==> src/rtl/apb2axi_pkg.sv <==
// Shared types and constants for the APB-to-AXI bridge front-end.
package apb2axi_pkg;

    // Register offsets within the 32-byte APB window (PADDR[4:0])
    localparam logic [4:0] REG_ADDR   = 5'h00;
    localparam logic [4:0] REG_CTRL   = 5'h04;
    localparam logic [4:0] REG_CMD    = 5'h08;
    localparam logic [4:0] REG_WDATA  = 5'h0C;
    localparam logic [4:0] REG_RDATA  = 5'h10;
    localparam logic [4:0] REG_STATUS = 5'h14;

    // Storage width of the descriptor address field; the top narrows it to AXI_ADDR_WIDTH
    localparam int unsigned REQ_ADDR_W = 64;

    typedef enum logic [2:0] {
        ST_IDLE,
        ST_ACCESS,
        ST_WAIT_REQ,
        ST_WAIT_WD,
        ST_WAIT_RD,
        ST_DONE
    } apb_state_e;

    typedef enum logic [2:0] {
        SEL_ADDR,
        SEL_CTRL,
        SEL_CMD,
        SEL_WDATA,
        SEL_RDATA,
        SEL_STATUS,
        SEL_NONE
    } reg_sel_e;

    typedef struct packed {
        logic       write;
        logic [2:0] size;
        logic [7:0] len;
    } ctrl_reg_t;

    typedef struct packed {
        logic [REQ_ADDR_W-1:0] addr;
        logic [7:0]            len;
        logic [2:0]            size;
        logic                  write;
        logic [3:0]            tag;
    } req_desc_t;

    // Map a word offset onto a register; misaligned or unmapped offsets give SEL_NONE
    function automatic reg_sel_e decode_reg(input logic [4:0] off);
        case (off)
            REG_ADDR:   return SEL_ADDR;
            REG_CTRL:   return SEL_CTRL;
            REG_CMD:    return SEL_CMD;
            REG_WDATA:  return SEL_WDATA;
            REG_RDATA:  return SEL_RDATA;
            REG_STATUS: return SEL_STATUS;
            default:    return SEL_NONE;
        endcase
    endfunction

    // Direction legality: CMD/WDATA are write-only, RDATA/STATUS read-only
    function automatic logic access_ok(input reg_sel_e sel, input logic wr);
        case (sel)
            SEL_ADDR, SEL_CTRL:    return 1'b1;
            SEL_CMD, SEL_WDATA:    return wr;
            SEL_RDATA, SEL_STATUS: return !wr;
            default:               return 1'b0;
        endcase
    endfunction

    // STATUS layout: [0] req_valid, [1] rd_valid, [2] wd_valid, [15:8] err_count
    function automatic logic [15:0] status_word(input logic req_v, input logic rd_v,
                                                input logic wd_v, input logic [7:0] errc);
        return {errc, 5'b0, wd_v, rd_v, req_v};
    endfunction

endpackage

==> src/rtl/apb2axi_timeout_cnt.sv <==
// Wait-state timeout counter: cleared while idle, counts while enabled,
// flags expiry on the TIMEOUT_CYC-th enabled cycle.
module apb2axi_timeout_cnt #(
    parameter int unsigned TIMEOUT_CYC = 256
) (
    input  logic clk,
    input  logic rst,
    input  logic clr,
    input  logic en,
    output logic expired
);

    localparam int unsigned CW = $clog2(TIMEOUT_CYC);

    logic [CW-1:0] cnt_q;
    logic [CW-1:0] cnt_d;

    assign expired = en && (cnt_q == CW'(TIMEOUT_CYC - 1));

    // Next count: clear has priority, hold once expired
    always_comb begin
        cnt_d = cnt_q;
        if (clr) begin
            cnt_d = '0;
        end else if (en && !expired) begin
            cnt_d = cnt_q + CW'(1);
        end
    end

    // Count register with synchronous reset
    always_ff @(posedge clk) begin
        if (rst) begin
            cnt_q <= '0;
        end else begin
            cnt_q <= cnt_d;
        end
    end

endmodule

==> src/rtl/apb2axi_apb_frontend.sv <==
// APB3 slave front-end of the APB-to-AXI bridge: register map, request
// descriptor / write-beat / read-beat handshakes, wait states and timeout.
module apb2axi_apb_frontend
    import apb2axi_pkg::*;
#(
    parameter int unsigned ADDR_WIDTH     = 32,
    parameter int unsigned DATA_WIDTH     = 32,
    parameter int unsigned AXI_ADDR_WIDTH = 32,
    parameter int unsigned TIMEOUT_CYC    = 256
) (
    input  logic                      PCLK,
    input  logic                      PRESET,
    input  logic [ADDR_WIDTH-1:0]     PADDR,
    input  logic                      PWRITE,
    input  logic [DATA_WIDTH-1:0]     PWDATA,
    input  logic                      PSEL,
    input  logic                      PENABLE,
    output logic [DATA_WIDTH-1:0]     PRDATA,
    output logic                      PREADY,
    output logic                      PSLVERR,
    output logic                      req_valid,
    input  logic                      req_ready,
    output logic [AXI_ADDR_WIDTH-1:0] req_addr,
    output logic [7:0]                req_len,
    output logic [2:0]                req_size,
    output logic                      req_write,
    output logic [3:0]                req_tag,
    output logic                      wd_valid,
    input  logic                      wd_ready,
    output logic [DATA_WIDTH-1:0]     wd_data,
    input  logic                      rd_valid,
    output logic                      rd_ready,
    input  logic [DATA_WIDTH-1:0]     rd_data,
    input  logic                      rd_err
);

    apb_state_e                state_q, state_d;
    logic [DATA_WIDTH-1:0]     prdata_q, prdata_d;
    logic                      pready_q, pready_d;
    logic                      pslverr_q, pslverr_d;
    logic                      req_valid_q, req_valid_d;
    req_desc_t                 req_q, req_d;
    logic                      wd_valid_q, wd_valid_d;
    logic [DATA_WIDTH-1:0]     wd_data_q, wd_data_d;
    logic                      rd_ready_q, rd_ready_d;
    logic [AXI_ADDR_WIDTH-1:0] addr_q, addr_d;
    ctrl_reg_t                 ctrl_q, ctrl_d;
    logic [7:0]                err_count_q, err_count_d;

    reg_sel_e reg_sel;
    logic     acc_ok;
    logic     setup;
    logic     in_wait;
    logic     tmo_expired;

    // Only PADDR[4:0] takes part in decode; the upper address bits alias
    logic unused_paddr_hi;
    assign unused_paddr_hi = ^PADDR[ADDR_WIDTH-1:5];

    assign reg_sel = decode_reg(PADDR[4:0]);
    assign acc_ok  = access_ok(reg_sel, PWRITE);
    assign setup   = PSEL && !PENABLE;
    assign in_wait = (state_q == ST_WAIT_REQ) || (state_q == ST_WAIT_WD) ||
                     (state_q == ST_WAIT_RD);

    apb2axi_timeout_cnt #(
        .TIMEOUT_CYC(TIMEOUT_CYC)
    ) u_timeout (
        .clk     (PCLK),
        .rst     (PRESET),
        .clr     (!in_wait),
        .en      (in_wait),
        .expired (tmo_expired)
    );

    // Next-state and next-output logic for the APB transfer FSM
    always_comb begin
        state_d     = state_q;
        prdata_d    = prdata_q;
        pready_d    = 1'b0;
        pslverr_d   = 1'b0;
        req_valid_d = req_valid_q;
        req_d       = req_q;
        wd_valid_d  = wd_valid_q;
        wd_data_d   = wd_data_q;
        rd_ready_d  = 1'b0;
        addr_d      = addr_q;
        ctrl_d      = ctrl_q;
        err_count_d = err_count_q;

        unique case (state_q)
            ST_IDLE: begin
                if (setup) begin
                    state_d  = ST_ACCESS;
                    pready_d = 1'b1;
                    if (!acc_ok) begin
                        // Decode error: complete with no side effect
                        pslverr_d = 1'b1;
                        if (!PWRITE) begin
                            prdata_d = '0;
                        end
                    end else begin
                        case (reg_sel)
                            SEL_ADDR: begin
                                if (PWRITE) addr_d = AXI_ADDR_WIDTH'(PWDATA);
                                else        prdata_d = DATA_WIDTH'(addr_q);
                            end
                            SEL_CTRL: begin
                                if (PWRITE) ctrl_d = ctrl_reg_t'(PWDATA[11:0]);
                                else        prdata_d = DATA_WIDTH'(ctrl_q);
                            end
                            SEL_CMD: begin
                                req_d.addr  = REQ_ADDR_W'(addr_q);
                                req_d.len   = ctrl_q.len;
                                req_d.size  = ctrl_q.size;
                                req_d.write = ctrl_q.write;
                                req_d.tag   = PWDATA[3:0];
                                req_valid_d = 1'b1;
                                pready_d    = 1'b0;
                                state_d     = ST_WAIT_REQ;
                            end
                            SEL_WDATA: begin
                                wd_data_d  = PWDATA;
                                wd_valid_d = 1'b1;
                                pready_d   = 1'b0;
                                state_d    = ST_WAIT_WD;
                            end
                            SEL_RDATA: begin
                                pready_d = 1'b0;
                                state_d  = ST_WAIT_RD;
                            end
                            SEL_STATUS: begin
                                prdata_d = DATA_WIDTH'(status_word(req_valid_q, rd_valid,
                                                                   wd_valid_q, err_count_q));
                            end
                            default: begin
                                pslverr_d = 1'b1;
                            end
                        endcase
                    end
                end
            end

            ST_WAIT_REQ: begin
                if (req_ready) begin
                    req_valid_d = 1'b0;
                    pready_d    = 1'b1;
                    state_d     = ST_DONE;
                end else if (tmo_expired) begin
                    req_valid_d = 1'b0;
                    pready_d    = 1'b1;
                    pslverr_d   = 1'b1;
                    state_d     = ST_DONE;
                end
            end

            ST_WAIT_WD: begin
                if (wd_ready) begin
                    wd_valid_d = 1'b0;
                    pready_d   = 1'b1;
                    state_d    = ST_DONE;
                end else if (tmo_expired) begin
                    wd_valid_d = 1'b0;
                    pready_d   = 1'b1;
                    pslverr_d  = 1'b1;
                    state_d    = ST_DONE;
                end
            end

            ST_WAIT_RD: begin
                if (rd_valid) begin
                    rd_ready_d = 1'b1;
                    prdata_d   = rd_data;
                    pslverr_d  = rd_err;
                    pready_d   = 1'b1;
                    state_d    = ST_DONE;
                end else if (tmo_expired) begin
                    pready_d  = 1'b1;
                    pslverr_d = 1'b1;
                    state_d   = ST_DONE;
                end
            end

            ST_ACCESS, ST_DONE: begin
                state_d = ST_IDLE;
            end

            default: begin
                state_d = ST_IDLE;
            end
        endcase

        // Every completion carrying PSLVERR bumps the saturating error counter
        if (pready_d && pslverr_d && (err_count_q != 8'hFF)) begin
            err_count_d = err_count_q + 8'd1;
        end
    end

    // State and registered outputs; reset overrides any transfer in flight
    always_ff @(posedge PCLK) begin
        if (PRESET) begin
            state_q     <= ST_IDLE;
            prdata_q    <= '0;
            pready_q    <= 1'b0;
            pslverr_q   <= 1'b0;
            req_valid_q <= 1'b0;
            req_q       <= '0;
            wd_valid_q  <= 1'b0;
            wd_data_q   <= '0;
            rd_ready_q  <= 1'b0;
            addr_q      <= '0;
            ctrl_q      <= '0;
            err_count_q <= '0;
        end else begin
            state_q     <= state_d;
            prdata_q    <= prdata_d;
            pready_q    <= pready_d;
            pslverr_q   <= pslverr_d;
            req_valid_q <= req_valid_d;
            req_q       <= req_d;
            wd_valid_q  <= wd_valid_d;
            wd_data_q   <= wd_data_d;
            rd_ready_q  <= rd_ready_d;
            addr_q      <= addr_d;
            ctrl_q      <= ctrl_d;
            err_count_q <= err_count_d;
        end
    end

    assign PRDATA    = prdata_q;
    assign PREADY    = pready_q;
    assign PSLVERR   = pslverr_q;
    assign req_valid = req_valid_q;
    assign req_addr  = AXI_ADDR_WIDTH'(req_q.addr);
    assign req_len   = req_q.len;
    assign req_size  = req_q.size;
    assign req_write = req_q.write;
    assign req_tag   = req_q.tag;
    assign wd_valid  = wd_valid_q;
    assign wd_data   = wd_data_q;
    assign rd_ready  = rd_ready_q;

endmodule

==> config.mk <==
export PLATFORM = sky130hd
export DESIGN_NAME = apb2axi_apb_frontend
export DESIGN_NICKNAME = d
export VERILOG_FILES = /design/src/rtl/apb2axi_pkg.sv /design/src/rtl/apb2axi_timeout_cnt.sv /design/src/rtl/apb2axi_apb_frontend.sv
export SDC_FILE = /design/constraint.sdc
export NUM_CORES = 1
export LEC_CHECK = 0
export ABC_AREA = 1
export CAP_MARGIN = 25
export CORE_ASPECT_RATIO = 1.4
export CORE_UTILIZATION = 43
export DETAILED_ROUTE_END_ITERATION = 10
export MAX_ROUTING_LAYER = met4
export PLACE_DENSITY = 0.73
export RECOVER_POWER = 100
export REMOVE_ABC_BUFFERS = 1
export SYNTH_ARGS = -nofsm -noshare
export SYNTH_HDL_FRONTEND = slang
export SYNTH_HIERARCHICAL = 1
export SYNTH_SLANG_ARGS = --single-unit
==> constraint.sdc <==
create_clock -name PCLK -period 6.4 [get_ports PCLK]
set_clock_uncertainty 0.1 [all_clocks]
set_input_delay 1.28 -clock PCLK [delete_from_list [all_inputs] [get_ports PCLK]]
set_output_delay 1.28 -clock PCLK [all_outputs]
set_load 0.01 [all_outputs]
; Yosys cells after proc, flatten, opt, wreduce, memory -nomap -nowiden
; Index checks and enable logic that the tools add are counted.
[totals]
output_inout_bits = 117
inputBits = 105
elab_cells = 124
regBits = 180
[op_classes]
mux = 45
n_eq_ne = 26
n_addsub = 2
bitwise_logic = 2
n_reduce_logical = 30
[ops]
columns = operator, n
row1 = 2-to-1 mux 32 bit, 6
row2 = case mux 32 bit (3 select lines), 1
row3 = case mux 32 bit (2 select lines), 1
row4 = 2-to-1 mux 1 bit, 23
row5 = AND reduction 5 bit, 4
row6 = 2-to-1 mux 3 bit, 6
row7 = case mux 3 bit (6 select lines), 1
row8 = "adder 8 x 1 -> 8 bit, second input constant", 2
row9 = "== test 3 x 2 -> 1 bit, second input constant", 4
row10 = case mux 3 bit (4 select lines), 1
row11 = "== test 5 x 4 -> 1 bit, second input constant", 2
row12 = "== test 5 bit, second input constant", 2
row13 = OR reduction 2 bit, 5
row14 = "== test 3 bit, second input constant", 3
row15 = "!= test 3 bit, second input constant", 3
row16 = case mux 3 bit (3 select lines), 1
row17 = "== test 8 bit, second input constant", 1
row18 = "!= test 8 bit, second input constant", 1
row19 = case mux 1 bit (4 select lines), 2
row20 = AND reduction 4 bit, 2
row21 = AND reduction 7 bit, 1
row22 = logical NOT 3 bit, 2
row23 = "!= test 2 bit, second input constant", 3
row24 = "!= test 3 x 2 -> 1 bit, second input constant", 2
row25 = 14 further kinds, 26

; Depth between registers and ports, before layout
[depth]
depth_word = 10
ltp_mapped = 18
ltp_nobuf = 17

; Hierarchy
; Netlist, hierarchy kept.
[modules_own_cells]
columns = module, seq_area_each_um2, instances, cells_per_inst, area_per_inst_um2
row1 = apb2axi_apb_frontend, 3443.3, 1, 1104, 7691.1
row2 = apb2axi_timeout_cnt, 160.2, 1, 67, 461.7

; Worst setup path before layout
; No wires, ideal clock.
[synth_path]
path_kind = input port to flip-flop
from = in PADDR[1]
to = reg wd_data_q[10] (netlist: wd_data[10])
t_required_ns = 6.184
path_buffers = 2
path_stages = 15
setup_ns = 0.116
slack_ns = 3.242
t_arrival_ns = 2.942
path_cell_list = nor2_4 > nand2_2 > inv_1 > ha_1 > nor2_1 > o21ai_0 > nand2_2 > inv_2 > nand2_4 > nand2_4 > or2_1 > buf_2 > buf_6 > nor2_2 > nor2_1
[synth_via]
elab_chain_len = 6
word_cells_on_any_way = 18
classes_between = 10 x eq/ne / 2 x mux / 6 x reduce/logical
[synth_rtl]
columns = element, line
row1 = start: declaration, apb2axi_apb_frontend.sv:13  ; input logic [ADDR_WIDTH-1:0] PADDR,
row2 = "== test 5 bit, or another cell as far along", apb2axi_pkg.sv:50  ; case (off)
row3 = case mux 3 bit (6 select lines) (*), apb2axi_pkg.sv:50
row4 = "== test 3 bit, or another cell as far along", apb2axi_pkg.sv:63  ; case (sel)
row5 = OR reduction 2 bit, apb2axi_pkg.sv:63
row6 = case mux 1 bit (3 select lines), apb2axi_pkg.sv:63
row7 = AND reduction 4 bit (no line) (*), --
row8 = end signal: assignment, apb2axi_apb_frontend.sv:222  ; wd_data_q <= wd_data_d;
row9 = end: declaration, apb2axi_apb_frontend.sv:44  ; logic [DATA_WIDTH-1:0] wd_data_q, wd_data_d;
; Every way passes the cells marked *; elsewhere a longest branch is shown, timed or not.
; A chain may end at the register's enable or synchronous reset.

; Worst setup path in the final report
[layout_path]
from = in PADDR[4]
to = reg addr_q[7]
[layout_via]
elab_chain_len = 6
word_cells_on_any_way = 18
classes_between = 10 x eq/ne / 2 x mux / 6 x reduce/logical
[layout_rtl]
columns = element, line
row1 = "== test 5 bit, or another cell as far along", apb2axi_pkg.sv:50
row2 = case mux 3 bit (6 select lines) (*), apb2axi_pkg.sv:50
row3 = "== test 3 bit, or another cell as far along", apb2axi_pkg.sv:63
row4 = OR reduction 2 bit, apb2axi_pkg.sv:63
row5 = case mux 1 bit (3 select lines), apb2axi_pkg.sv:63
row6 = AND reduction 5 bit (no line) (*), --
row7 = end signal: assignment, apb2axi_apb_frontend.sv:224  ; addr_q <= addr_d;
row8 = end: declaration, apb2axi_apb_frontend.sv:46  ; logic [AXI_ADDR_WIDTH-1:0] addr_q, addr_d;
; Marked as above.

==> results.toml <==
[worst_setup_path]
r2r_start = "state_q[2]$_SDFFE_PP0P_"
cpMaxStageDelayCell = "clkbuf_1"
critPathKind = "in2reg"
crit_path_end_kind = "flip-flop"
arrival_ns = 5.14
crit_fanout = 64
max_stage_delay_ns = 1.92
start_kind = "input port"
crit_required_ns = 6.63
r2r-end = "err_count_q[0]$_SDFFE_PP0P_"
r2r_cells = 12
r2r_setup_slack_ns = 2.50
worstPathCellList = "clkdlybuf4s50_1, inv_1, nor2_1, nand2_2, ha_1, nand2_1, nand4_4, nand3b_2, clkbuf_1, o21ai_0, a21oi_1"

[power]
irDropWorstVdd_mv = 0.134
p_seq_share_pct = 49.4
sw_frac_of_total_pct = 25.0
p_switching_w = 0.000582
p_per_area_mw_per_mm2 = 219
internal_power_w = 0.00175
p_comb_share_pct = 8.9
pwr-share-clk_pct = 41.7
power_leakage_nw = 4.63

[sta]
slew_violations = 65
layout_min_cycle_time_ns = 4.91
fin_setup_tns_ns = 0
whs_ns = 0.355
fmax_ghz = 0.204
rsz0062_at_grt = "false"
hold_viol = 0
worst_pin_slew_ns = 2.72
final-setup-viol-count = 0
finalCritPeriodShare_pct = 76.8
slew_headroom_pct = -81.6

[floorplan]
num_io_pins = 222
die_h_um = 165
fp.dieW_um = 118
die_area_mm2 = 0.0195
initial_core_util_pct = 43.8
fp-row-count = 59
core-area_mm2 = 0.0186

[placement]
dpl.hpwl_mm = 15.4
port_buffers = 194
place_congestion = 0.856

[drt]
vias = 7996
post_drt_wl_per_cell_um = 15.2
vias_per_cell = 5.05
routed_wirelength_mm = 24.0
ant_nets = 0
drt_pass1_iterations = 5
drc = 0
drt_iter0_markers = 465

[synth]
ys.flop_type = "dfxtp_1"
synth_top_family_by_area = "simple AND/OR/NAND/NOR gates"
synthAdderAreaFrac_pct = 0.921
synth_top_cell_area_share_pct = 44.2
synthSimpleGateAreaFrac_pct = 31.6
synth_edf_count = 0
yosysTopAreaCell = "dfxtp_1"
yosysSeqAreaShare_pct = 44.2
synthMuxAreaShare_pct = 0
synth-compound-area-share_pct = 13.1
ys_warn_count = 6
syn_inst = 1171
synthArstFlopShare_pct = 0
syn_avg_cell_area_um2 = 6.96
synth_xor_area_share_pct = 0.645
synthTopCellsByArea = "dfxtp_1 (44%), nand2_1 (12%), nor2_1 (7.2%)"
netlist_area_mm2 = 0.00815
synth-seq-cells = 180
yosysUniqueCellTypes = 32

[hold_path]
min_to = "req_len[7]$_SDFFE_PP0P_"
hold_path_class = "reg2reg"
holdPathStages = 2
hold_start = "req_len[7]$_SDFFE_PP0P_"

[clocking]
hold_buffers = 0
cts_setup_buffers = 0
cts_max_level = 4
cts.repair.resized = 0
cts_made_buffers = 17
worstSkewPairLatency_ns = 0.43
root_buffer = "clkbuf_16"
cts_buffer_depth = 2
clk_pin_slew_ns = 0.06
cts_tree = "built"
clock_sinks = 180

[finish]
fin_nets = 1436
layout-drive-gt1-share_pct = 7.25
fill_cells = 1819
syn_to_final_growth_pct = 30.6

[global_routing]
grt_overflow_total = 0
grt_usage_pct = 25.2
grt_pass1_wl_mm = 37.6
grt_pass1_vias = 7415
antenna_found_initial = 1
grt_max_degree = 65

[job]
max-cap-violations = 1

[outcome]
violations = "max-capacitance violations, max-slew violations"
status = "finished, violations left"
## synthesized netlist by cell type (6+ instances only)
library cell and n:
a21oi_1 107, buf_2 23, buf_6 6, clkbuf_1 31
dfxtp_1 180, ha_1 6, inv_1 110, nand2_1 267
nand2_2 9, nand3_1 87, nor2_1 157, nor2_2 36
nor2_4 6, o21ai_0 91
## cells in the final DEF (no fill, tap or decap), types with 2 or more instances in the layout
master / synthesis / routed
xor2_1: 4 / 4
clkinv_2: 0 / 4
nand3_1: 87 / 89
nand3b_1: 2 / 2
nor2_4: 6 / 6
dlygate4sd3_1: 0 / 117
ha_1: 6 / 6
buf_12: 0 / 2
inv_2: 5 / 3
nand2_1: 267 / 272
clkinv_4: 0 / 2
a31oi_1: 2 / 2
o21ai_0: 91 / 94
clkdlybuf4s50_1: 0 / 76
clkbuf_1: 31 / 3
xnor2_1: 2 / 2
nor3_1: 5 / 5
a22oi_1: 5 / 5
buf_4: 4 / 5
nor2_2: 36 / 35
clkbuf_8: 0 / 2
nand2_2: 9 / 6
nand3b_2: 2 / 2
a21oi_1: 107 / 107
o21ai_1: 5 / 2
dfxtp_1: 180 / 180
nor2_1: 157 / 158
nand3_2: 4 / 2
nand4_1: 5 / 5
clkbuf_16: 0 / 17
inv_1: 110 / 111
clkinvlp_4: 0 / 5
## logic make-up after synthesis
kind of cell | count (synthesis)
compound gates | 210
xor+xnor | 6
fa+ha+maj | 6
buf+inv | 183
flops | 180
simple gates | 586
## state kept, by name, indices dropped and copies added, names as in the netlist
signal           cells
addr_q              32
req_addr            32
req_write            1
req_tag              4
req_size             3
u_timeout/cnt_q      8
wd_valid             1
state_q              3
PSLVERR              1
PRDATA              32
req_len              8
PREADY               1
wd_data             32
err_count_q          8
rd_ready             1
req_valid            1
ctrl_q              12
## worst max-delay path, delay by kind of cell
kind	cells	cell delay [ns]
AO/OA/AOI/OAI	2	0.48
AND/OR/NAND/NOR	5	0.58
buffers and inverters	3	2.52
adder cells (fa/ha/maj)	1	0.24
## stage by stage
stage / worst slack (ns) / power (W) / cells / utilization, % / instance area (um2)
after CTS: 2.13 / 0.00235 / 1582 / 57.4 / 10700
after floorplan: 2.40 / 0.00127 / 1104 / - / 7810
after global routing: 0.949 / 0.00241 / 1583 / 57.2 / 10600
after global placement: 1.58 / 0.00139 / 1548 / 54.3 / 10100
final: 1.49 / 0.00233 / 1583 / 57.2 / 10600
after detailed placement: 1.68 / 0.00139 / 1550 / 54.5 / 10100
## layer usage
layer | vias up | share of wire, % | global-route usage [%]
li1 | 4013 | - | -
met1 | 3712 | 40 | 28.1
met2 | 220 | 51 | 43.7
met3 | 51 | 5.2 | 5.35
met4 | 0 | 3.1 | 10.6
met5 | - | 0 | -
## power groups by stage
stage | clock, W | sequential [W] | combinational (W)
2_1_floorplan | 0 | 0.00118 | 0.0000850
3_3_place_gp | 0 | 0.00118 | 0.000212
3_5_place_dp | 0 | 0.00118 | 0.000214
4_1_cts | 0.000985 | 0.00115 | 0.000216
5_1_grt | 0.00103 | 0.00115 | 0.000228
6_report | 0.000971 | 0.00115 | 0.000208
## worst max path at each step
stage | startpoint | to | cells after the start | slack, ns
2_1_floorplan | PADDR[1] | PRDATA[0]$_SDFFE_PP0P_ | 10 | 2.40
3_3_place_gp | PADDR[4] | req_addr[23]$_SDFFE_PP0P_ | 16 | 1.58
3_5_place_dp | PADDR[4] | PRDATA[14]$_SDFFE_PP0P_ | 15 | 1.68
4_1_cts | PADDR[4] | PRDATA[14]$_SDFFE_PP0P_ | 15 | 2.13
5_1_grt | PADDR[4] | addr_q[19]$_SDFFE_PP0P_ | 11 | 0.95
6_report | PADDR[4] | addr_q[7]$_SDFFE_PP0P_ | 11 | 1.49
## layout make-up
type                    instances  area (um2)  share of cell area [%]
diodes                          1        2.50                  0.0235
clock buffers                  21         460                    4.33
clock inverters                11        78.8                   0.741
inverters                     116         439                    4.13
multi-input cells             808        3740                    35.1
flip-flops and latches        180        3600                    33.9
well taps                     244         305                    2.87
repair buffers                202        2020                    19.0
(Power assumes the default switching activity.)
